[config.mk]
export PLATFORM = sky130hd
export DESIGN_NAME = seg_write_back_reg
export DESIGN_NICKNAME = d
export VERILOG_FILES = /design/src/rtl/seg_write_back_reg.sv
export SDC_FILE = /design/constraint.sdc
export NUM_CORES = 1
export LEC_CHECK = 0
export CAP_MARGIN = 40
export CELL_PAD_IN_SITES_DETAIL_PLACEMENT = 1
export CELL_PAD_IN_SITES_GLOBAL_PLACEMENT = 1
export CORE_MARGIN = 2
export CORE_UTILIZATION = 30
export CTS_CLUSTER_DIAMETER = 120
export DETAILED_ROUTE_END_ITERATION = 6
export GPL_ROUTABILITY_DRIVEN = 0
export PLACE_DENSITY = 0.66
export REMOVE_ABC_BUFFERS = 1
export SLEW_MARGIN = 0
export SYNTH_ARGS = -nofsm -noshare
export SYNTH_HDL_FRONTEND = slang
export SYNTH_SLANG_ARGS = --single-unit
[constraint.sdc]
create_clock -name i_clk -period 3.6 [get_ports i_clk]
set_input_delay 0.54 -clock i_clk [delete_from_list [all_inputs] [get_ports i_clk]]
set_output_delay 0.54 -clock i_clk [all_outputs]
set_load 0.02 [all_outputs]
[src/rtl/seg_write_back_reg.sv]
// MIPS write-back stage: MEM/WB pipeline latch, load-data extraction, link writeback,
// stall/flush control and a retired-writeback counter.
module seg_write_back_reg #(
    parameter int unsigned LEN        = 32,
    parameter int unsigned NB_ADDR    = 5,
    parameter int unsigned NB_CTRL_WB = 6,
    parameter int unsigned NB_CNT     = 32
) (
    input  logic                  i_clk,
    input  logic                  i_rst_n,
    input  logic                  i_valid,
    input  logic                  i_stall,
    input  logic                  i_flush,
    input  logic [LEN-1:0]        i_read_data,
    input  logic [LEN-1:0]        i_ALU_result,
    input  logic [LEN-1:0]        i_pc_plus_8,
    input  logic [NB_ADDR-1:0]    i_write_register,
    input  logic [NB_CTRL_WB-1:0] i_ctrl_wb_bus,
    output logic                  o_valid,
    output logic                  o_RegWrite,
    output logic [LEN-1:0]        o_write_data,
    output logic [NB_ADDR-1:0]    o_write_register,
    output logic                  o_misaligned,
    output logic [NB_CNT-1:0]     o_retired_count
);

    logic                  valid_q;
    logic [NB_CTRL_WB-1:0] ctrl_q;
    logic [LEN-1:0]        read_data_q;
    logic [LEN-1:0]        alu_q;
    logic [LEN-1:0]        pc8_q;
    logic [NB_ADDR-1:0]    wreg_q;
    logic [NB_CNT-1:0]     cnt_q;
    logic [NB_CNT-1:0]     cnt_d;

    logic                  reg_write_en;
    logic [1:0]            wb_sel;
    logic [1:0]            ld_size;
    logic                  ld_unsigned;
    logic [1:0]            off;
    logic [7:0]            lane_byte;
    logic [15:0]           lane_half;
    logic [LEN-1:0]        load_data;
    logic                  mis_cond;

    assign reg_write_en = ctrl_q[5];
    assign wb_sel       = ctrl_q[4:3];
    assign ld_size      = ctrl_q[2:1];
    assign ld_unsigned  = ctrl_q[0];
    assign off          = alu_q[1:0];

    // Flush clears only valid/ctrl; data fields are don't-care in a bubble.
    always_ff @(posedge i_clk or negedge i_rst_n) begin
        if (!i_rst_n) begin
            valid_q     <= 1'b0;
            ctrl_q      <= '0;
            read_data_q <= '0;
            alu_q       <= '0;
            pc8_q       <= '0;
            wreg_q      <= '0;
            cnt_q       <= '0;
        end else begin
            cnt_q <= cnt_d;
            if (i_flush) begin
                valid_q <= 1'b0;
                ctrl_q  <= '0;
            end else if (!i_stall) begin
                valid_q     <= i_valid;
                ctrl_q      <= i_ctrl_wb_bus;
                read_data_q <= i_read_data;
                alu_q       <= i_ALU_result;
                pc8_q       <= i_pc_plus_8;
                wreg_q      <= i_write_register;
            end
        end
    end

    // A write held by stall is counted once, on the edge where it finally leaves.
    always_comb begin
        cnt_d = cnt_q;
        if (o_RegWrite && !i_stall) begin
            cnt_d = cnt_q + 1'b1;
        end
    end

    always_comb begin
        lane_byte = read_data_q[7:0];
        unique case (off)
            2'd0: lane_byte = read_data_q[7:0];
            2'd1: lane_byte = read_data_q[15:8];
            2'd2: lane_byte = read_data_q[23:16];
            2'd3: lane_byte = read_data_q[31:24];
            default: lane_byte = read_data_q[7:0];
        endcase
        lane_half = off[1] ? read_data_q[31:16] : read_data_q[15:0];
    end

    always_comb begin
        load_data = read_data_q;
        mis_cond  = 1'b0;
        case (ld_size)
            2'b00: begin
                load_data = {{(LEN-8){~ld_unsigned & lane_byte[7]}}, lane_byte};
            end
            2'b01: begin
                load_data = {{(LEN-16){~ld_unsigned & lane_half[15]}}, lane_half};
                mis_cond  = off[0];
            end
            default: begin
                load_data = read_data_q;
                mis_cond  = |off;
            end
        endcase
    end

    always_comb begin
        o_write_data = alu_q;
        case (wb_sel)
            2'b01:   o_write_data = load_data;
            2'b10:   o_write_data = pc8_q;
            default: o_write_data = alu_q;
        endcase
    end

    assign o_valid          = valid_q;
    assign o_write_register = wreg_q;
    assign o_misaligned     = valid_q & (wb_sel == 2'b01) & mis_cond;
    assign o_RegWrite       = valid_q & reg_write_en & (|wreg_q) & ~o_misaligned;
    assign o_retired_count  = cnt_q;

endmodule

* After elaboration in Yosys (flattened, before gate mapping)
Index checks and enable logic that the tools add are counted.
Word-level totals: register bits after elaboration 140, bits of input ports 112, output and inout bits 72, logic and storage cells 42
Cells by class: add/subtract/negate cells 1, eq/ne operators 7, muxes and demuxes 9, bitwise operators 11, reductions and logical operators 7
Operators by type and width (number):
- $pmux 32 s2 | 2
- $add 32x1->32 const B | 1
- $pmux 8 s4 | 1
- $mux 16 | 1
- $mux 6 | 2
- $and 1x1->1 | 7
- $eq 2x1->1 const B | 3
- $eq 2x2->1 const B | 3
- $reduce_or 5->1 | 1
- $logic_not 2->1 | 2
- $not 1->1 | 4
- $mux 1 | 2
- $ne 2x1->1 const B | 1
- $pmux 1 s2 | 1
- $reduce_and 2->1 | 1
- $reduce_or 2->1 | 1
- $logic_and 1x1->1 | 1
- $logic_not 1->1 | 1

* Depth between registers and ports, before layout
Gate-level depths: netlist of run 1.
depth in word-level cells 6, mapped depth 8, gate-level depth less buffers 7

* Worst setup path before layout of run 1
Ideal clock, no wire load.
path kind register to output, from reg alu_q[1], to out o_write_data[16], data arrival time 1.793 ns, data required time 3.060 ns, slack 1.267 ns, cell stages (with the launch flop) 7, cell sequence dfrtp_1 -> buf_2 -> nor3b_2 -> a2111oi_2 -> o21ai_2 -> buf_6 -> o221ai_1
On the way: longest elaborated chain between the ends 5, elaborated cells between the ends (all ways) 10
RTL lines:
- start: declaration | line 30 | logic [LEN-1:0] alu_q;
- start signal: assignment | line 71 | alu_q <= i_ALU_result;
- $eq 2x2->1 (tied with other cells) | line 88 | unique case (off)
- $pmux 8 s4 | line 88
- $and 1x1->1 | line 103 | load_data = {{(LEN-8){~ld_unsigned & lane_byte[7]}}, lane_byte};
- $pmux 32 s2 (*) | line 101 | case (ld_size)
- $pmux 32 s2 (*) | line 118 | case (wb_sel)
- end: declaration | line 21 | output logic [LEN-1:0] o_write_data,
Every way passes the cells marked *; elsewhere a longest branch is shown, timed or not.

* Final worst setup path of run 1
from reg alu_q[1], to out o_write_data[17]
Same word-level chain as after synthesis.

==> results.tsv, run 1 <==
stage	metric	value	unit
grt	largest net degree at the start of global routing	79	
placed_design	PortBufs	183	
clock_network	maximum root-to-sink buffer count	2	
grt	initial antenna violation count	2	
clock_network	CTS tree	built	
yosys	Avg Cell Area, Syn	11.4	um2
yosys	Synth cell types	42	
die	I/O pins	184	
timing	fmax	287	MHz
yosys	ys flop type	dfrtp_1	
finish	fin nets	902	
worst_setup_path	critical-path cell list	buf_4 > nor3b_2 > a2111oi_2 > o21ai_4 > buf_6 > o221ai_1 > clkdlybuf4s50_1	
worst_setup_path	CP Capture Type	output pin	
drt	drt drc	0	
yosys	Synth area leaders	dfrtp_1 51%, mux2_2 18%, nand2_1 3.8%, o221ai_1 3.3%, xnor2_1 2.8%	
timing	fin. max-slew vios	0	
timing	Final Skew	4.64	ps
clock_network	H-tree Lvls	4	
yosys	#FFs+latches synth	140	
drt	Via Count	5441	
grt	first-pass GRT wire length	34800	um
timing	RSZ-0062 raised after global routing	false	
yosys	Yosys top cell area share	51.2	%
grt	vias in the first global route	6067	
worst_setup_path	WP data required	3060	ps
hold_path	worst hold path class	register to register	
power_and_ir_drop	worst vdd ir	0.254	mV
clock_network	Clock Pin Slew Worst Setup and Hold Paths	60	ps
worst_setup_path	Worst setup SP type	register	
die	Die Height	155	um
worst_setup_path	CP Max Fanout	20	
die	core box area	22500	um2
timing	Final Hold Fails	0	
power_and_ir_drop	leakage	3.99	nW
drt	DRT Wirelength	21700	um
timing	period utilization	96.8	%
finish	share of cells above drive strength 1	22.0	%
yosys	Mapped Area	6840	um2
drt	Pre-Repair DR Iteration Count	4	
clock_network	CTS Sinks	140	
power_and_ir_drop	Cell Pwr Density	499	nW/um2
clock_network	Post-CTS Setup Inserts	0	
timing	Tmin final	3480	ps
yosys	most common cell in the netlist	dfrtp_1	
finish	diode count	0	
outcome	status	complete, no violations	
worst_setup_path	Worst Path Arrival	2940	ps
worst_setup_path	Largest stage delay, worst path	640	ps
timing	Worst-Margin Slew	699	ps
clock_network	Clock Tree Root	clkbuf_16	
die	Initial Utilization	30.4	%
timing	# setup viols final	0	
finish	fin util	43.3	%
drt	First DRT Iteration DRCs	200	
yosys	number of synthesized flops with an enable pin	0	
finish	Area Growth Syn to Fin	42.6	%
yosys	cell taking the most area after synthesis	dfrtp_1	
grt	total track usage	18.7	%
yosys	Post-Synthesis Cells	601	
die	Die ar.	24000	um2
die	# rows	55	
yosys	sequential share of the synthesized area	51.2	%
drt	drt wl/cell	20.0	um
clock_network	CTS Buf Count	17	
yosys	Synth top cells by count	140 x dfrtp_1, 107 x mux2_2, 70 x nand2_1	
worst_setup_path	Crit Path Class	register to output pin	
drt	DRT antenna net count	0	
run	Max Cap Violations	0	
timing	Slew Limit Headroom	53.4	%
timing	final setup margin	116	ps
placed_design	hpwl dp	15600	um
placed_design	pre-CTS worst setup slack	403	ps
die	die width	155	um
drt	via-per-instance ratio	5.01	
timing	Worst Hold Slack	474	ps
grt	GRT Residual Overflow	0	
worst_setup_path	slowest stage cell, crit path	clkdlybuf4s50_1	
yosys	synthesis warning total	0	
yosys	Async SR Flop Fraction	100	%
clock_network	clk_lat worst skew	420	ps
==> metrics by stage <==
step / setup TNS [ps] / cells / power [mW] / area (um2)
2_1_floorplan: -187850 / 564 / 2.46 / 6660
3_3_place_gp: 0 / 1050 / 2.94 / 9020
3_5_place_dp: 0 / 1052 / 2.99 / 9060
4_1_cts: 0 / 1085 / 4.94 / 9720
5_1_grt: 0 / 1085 / 5.11 / 9750
6_report: 0 / 1085 / 4.86 / 9750
==> layout by cell type, fill, tap and decap left out, types with 3 or more instances in the layout <==
master | Yosys | final
dlymetal6s2s_1 | 0 | 5
xnor2_1 | 22 | 22
inv_1 | 6 | 6
nor3b_1 | 7 | 7
clkdlybuf4s50_1 | 0 | 177
nand2_1 | 70 | 69
dfrtp_1 | 140 | 140
nor2b_1 | 9 | 9
nand3_1 | 13 | 13
nand2b_1 | 3 | 3
nor2_1 | 46 | 45
nor4_4 | 3 | 3
a21oi_1 | 28 | 28
mux2i_1 | 10 | 10
o221ai_1 | 26 | 24
clkbuf_16 | 0 | 17
and3_1 | 4 | 4
and4_1 | 4 | 4
nor3_1 | 5 | 5
mux2_2 | 107 | 107
nand4_1 | 6 | 6
o211ai_1 | 6 | 6
bufinv_16 | 0 | 4
o21ai_0 | 15 | 15
xor2_1 | 9 | 9
clkinv_4 | 0 | 5
buf_4 | 0 | 16
==> power by group <==
group | switching, mW | internal (mW)
Sequential | 0.147 | 1.76
Combinational | 0.494 | 0.553
Clock | 0.706 | 1.20
==> worst paths after layout <==
path / from / to / slack (ps) / depth (start not counted)
min: o_retired_count[31]$_DFFE_PN0P_ / o_retired_count[31]$_DFFE_PN0P_ / 470 / 1
min reg2reg: o_retired_count[31]$_DFFE_PN0P_ / o_retired_count[31]$_DFFE_PN0P_ / 470 / 1
min in group asynchronous: i_rst_n / alu_q[16]$_DFFE_PN0P_ / 540 / 2
max: alu_q[1]$_DFFE_PN0P_ / o_write_data[17] / 120 / 7
max reg2reg: ctrl_q[3]$_DFFE_PN0P_ / o_retired_count[22]$_DFFE_PN0P_ / 1500 / 7
max in group asynchronous: i_rst_n / read_data_q[10]$_DFFE_PN0P_ / 2100 / 4
==> worst max-delay path: cells and delay by family (launching register included) <==
family | cells | cell delay (ps)
compound gates | 3 | 850
buf+inv | 3 | 1060
flops | 1 | 410
simple gates | 1 | 190
==> final cells by class <==
cell class                      instances  area (um2)
Sequential cell                       140        3500
Multi-Input combinational cell        418        3170
Clock inverter                         12         188
Fill cell                            2401       12800
Timing Repair Buffer                  204        2050
Tap cell                              285         357
Inverter                                6        22.5
Clock buffer                           20         457
==> registers in the layout, summed over array words and instances, names as in the netlist <==
signal            count
alu_q                32
ctrl_q                6
o_retired_count      32
o_valid               1
o_write_register      5
pc8_q                32
read_data_q          32
==> layer usage <==
metal / vias up / GRT usage [%] / share of wire [%]
met5: - / 0 / 0.13
met4: 4 / 5.78 / 2.1
met3: 33 / 4.65 / 4.5
met2: 109 / 31.8 / 50
met1: 2789 / 23.3 / 44
li1: 2506 / - / -
==> cells by family (layout without fill, tap and decap cells) <==
group | after synthesis | count (layout) | synth area share [%]
simple gates | 182 | 182 | 13.3
compound gates | 83 | 83 | 8.45
mux | 119 | 119 | 19.6
buf+inv | 43 | 242 | 2.91
xor+xnor | 31 | 31 | 3.97
flops | 140 | 140 | 51.2
fa+ha+maj | 3 | 3 | 0.549
==> timing repair <==
action	CTS	global route
resized for setup	1	8
hold buffers	1	0
endpoints found under the setup margin	8	7
hold endpoints to repair	20	0
(Power assumes the default switching activity.)
==> run 2, diff against run 1 <==
CORE_MARGIN = 3   (was 2)
GPL_TIMING_DRIVEN = 1   (was unset)
==> results.tsv, run 2 (same netlist as run 1, synthesis figures left out) <==
stage	metric	value	unit	change
outcome	status	complete, no violations		
clock_network	CTS Buf Count	17		unchanged
clock_network	Clock Tree Root	clkbuf_16		
timing	final setup margin	167	ps	+50.7 ps
power_and_ir_drop	combinational share of power	21.7	%	+0.2 points
power_and_ir_drop	Net Sw Frac	28.7	%	+1.1 points
grt	vias in the first global route	6046		-0.35%
finish	fin nets	899		-0.33%
die	Die Height	157	um	+1.3%
worst_setup_path	CP Capture Type	output pin		
drt	DRT antenna net count	0		unchanged
grt	initial antenna violation count	1		-1
die	Initial Utilization	31.0	%	+0.56 points
die	core box area	22100	um2	-1.8%
timing	# setup viols final	0		unchanged
clock_network	CTS Sinks	140		unchanged
power_and_ir_drop	Cell Pwr Density	496	nW/um2	-0.49%
worst_setup_path	slowest stage cell, crit path	clkdlybuf4s50_1		
timing	Worst-Margin Slew	693	ps	-6.04 ps
timing	fmax	291	MHz	+1.5%
drt	drt wl/cell	20.2	um	+1.1%
die	I/O pins	184		unchanged
placed_design	pre-CTS worst setup slack	496	ps	+92.4 ps
worst_setup_path	Worst Path Arrival	2890	ps	-50 ps
power_and_ir_drop	Reg power frac	39.9	%	+0.7 points
drt	Via Count	5433		-0.15%
die	die width	157	um	+1.3%
finish	commonest non-fill, non-tap cells in the layout	182 x clkdlybuf4s50_1, 139 x dfrtp_1, 107 x mux2_2		
die	Die ar.	24600	um2	+2.6%
worst_setup_path	WP data required	3060	ps	about the same
clock_network	H-tree Lvls	4		unchanged
grt	first-pass GRT wire length	34000	um	-2.2%
run	Max Cap Violations	0		unchanged
hold_path	worst hold path class	primary input to async pin		
clock_network	Clock Pin Slew Worst Setup and Hold Paths	60	ps	about the same
grt	largest net degree at the start of global routing	65		-18%
drt	First DRT Iteration DRCs	201		+0.50%
finish	share of cells above drive strength 1	21.7	%	-0.27 points
finish	Area Growth Syn to Fin	41.0	%	
clock_network	clk_lat worst skew	430	ps	about the same
worst_setup_path	Largest stage delay, worst path	670	ps	+30 ps
die	# rows	54		-1.8%
clock_network	cts hold-fix bufs	0		-1
worst_setup_path	Worst setup SP type	register		
worst_setup_path	critical-path cell list	mux2_4 > nor3b_2 > a2111oi_2 > o21ai_2 > buf_8 > o221ai_1 > clkdlybuf4s50_1		
power_and_ir_drop	Clk pwr share	38.4	%	-0.9 points
clock_network	maximum root-to-sink buffer count	2		unchanged
placed_design	PortBufs	183		unchanged
placed_design	hpwl dp	15600	um	about the same
timing	period utilization	95.4	%	-1.4 points
power_and_ir_drop	Pwr Total	4.79	mW	-1.6%
timing	Final Skew	11.7	ps	+7.04 ps
power_and_ir_drop	Internal	3.41	mW	-3.0%
timing	Final Hold Fails	0		unchanged
clock_network	CTS tree	built		
power_and_ir_drop	worst vdd ir	0.253	mV	-0.59%
drt	Pre-Repair DR Iteration Count	4		unchanged
power_and_ir_drop	leakage	3.90	nW	-2.3%
timing	fin. max-slew vios	0		unchanged
worst_setup_path	Crit Path Class	register to output pin		
finish	commonest non-fill, non-tap cell in the layout	clkdlybuf4s50_1		
drt	drt drc	0		unchanged
grt	GRT Residual Overflow	0		unchanged
drt	via-per-instance ratio	5.04		+0.59%
timing	Tmin final	3430	ps	-50.7 ps
worst_setup_path	CP Max Fanout	14		-30%
grt	total track usage	17.9	%	-0.77 points
power_and_ir_drop	P_sw	1.38	mW	+2.1%
timing	Slew Limit Headroom	53.8	%	+0.40 points
drt	DRT Wirelength	21800	um	+0.34%
## run 2: final timing paths
| path | from | endpoint | slack, ps | cells past startpoint |
|---|---|---|---|---|
| min in group i_clk | o_retired_count[31]$_DFFE_PN0P_ | o_retired_count[31]$_DFFE_PN0P_ | 480 | 1 |
| hold reg to reg | o_retired_count[31]$_DFFE_PN0P_ | o_retired_count[31]$_DFFE_PN0P_ | 480 | 1 |
| setup / recovery | alu_q[0]$_DFFE_PN0P_ | o_write_data[16] | 170 | 7 |
| hold / removal | i_rst_n | o_retired_count[12]$_DFFE_PN0P_ | 110 | 1 |
| setup reg to reg | alu_q[1]$_DFFE_PN0P_ | o_retired_count[19]$_DFFE_PN0P_ | 1400 | 6 |
| max in group asynchronous | i_rst_n | read_data_q[14]$_DFFE_PN0P_ | 2720 | 2 |
## run 2: what timing repair did
action,4_1_cts,5_1_grt
buffers inserted,0,0
endpoints found under the setup margin,0,23
endpoints found under the hold margin,0,0
resized for setup,0,2
## run 2: per-stage QoR
step / area [um2] / utilization (%) / std cells / setup TNS, ps / hold slack [ps]
3_5_place_dp: 9030 / 40.9 / 1045 / 0 / 465
6_report: 9640 / 43.6 / 1077 / 0 / 111
2_1_floorplan: 6660 / - / 564 / -187850 / 244
3_3_place_gp: 9010 / 40.8 / 1044 / 0 / 460
4_1_cts: 9630 / 43.6 / 1076 / 0 / 134
5_1_grt: 9640 / 43.6 / 1077 / -3.25 / 156
## run 2: metal layers
layer  part of all wire (%)  vias up  routed length, um  GRT usage [%]
li1                       -     2511                  -              -
met1                     43     2768               9430           22.1
met2                     51      124              11100           31.2
met3                    3.4       30                743           3.44
met4                    2.2        0                486           6.29
met5                      0        -                  0              0
## run 2: power groups by stage
stage          Combinational, mW  Clock (mW)  Sequential, mW
3_5_place_dp                1.05           0            1.94
2_1_floorplan              0.534           0            1.92
3_3_place_gp                1.02           0            1.92
5_1_grt                     1.13        1.95            1.93
4_1_cts                     1.06        1.88            1.91
6_report                    1.04        1.84            1.91
## run 2: layout make-up
type	count	area, um2
fillers	2350	12500
flip-flops and latches	140	3500
multi-input cells	418	3150
repair buffers	201	2000
clock buffers	17	425
well taps	280	350
clock inverters	14	181
inverters	6	22.5
diodes	1	2.50
## run 2: worst max-delay path: cells and delay by family, from the launching register on
kind	cells	cell delay (ps)
DFF	1	550
AOI/OAI and AO/OA	3	780
muxes	1	230
and+or+nand+nor	1	40
buffers and inverters	2	860
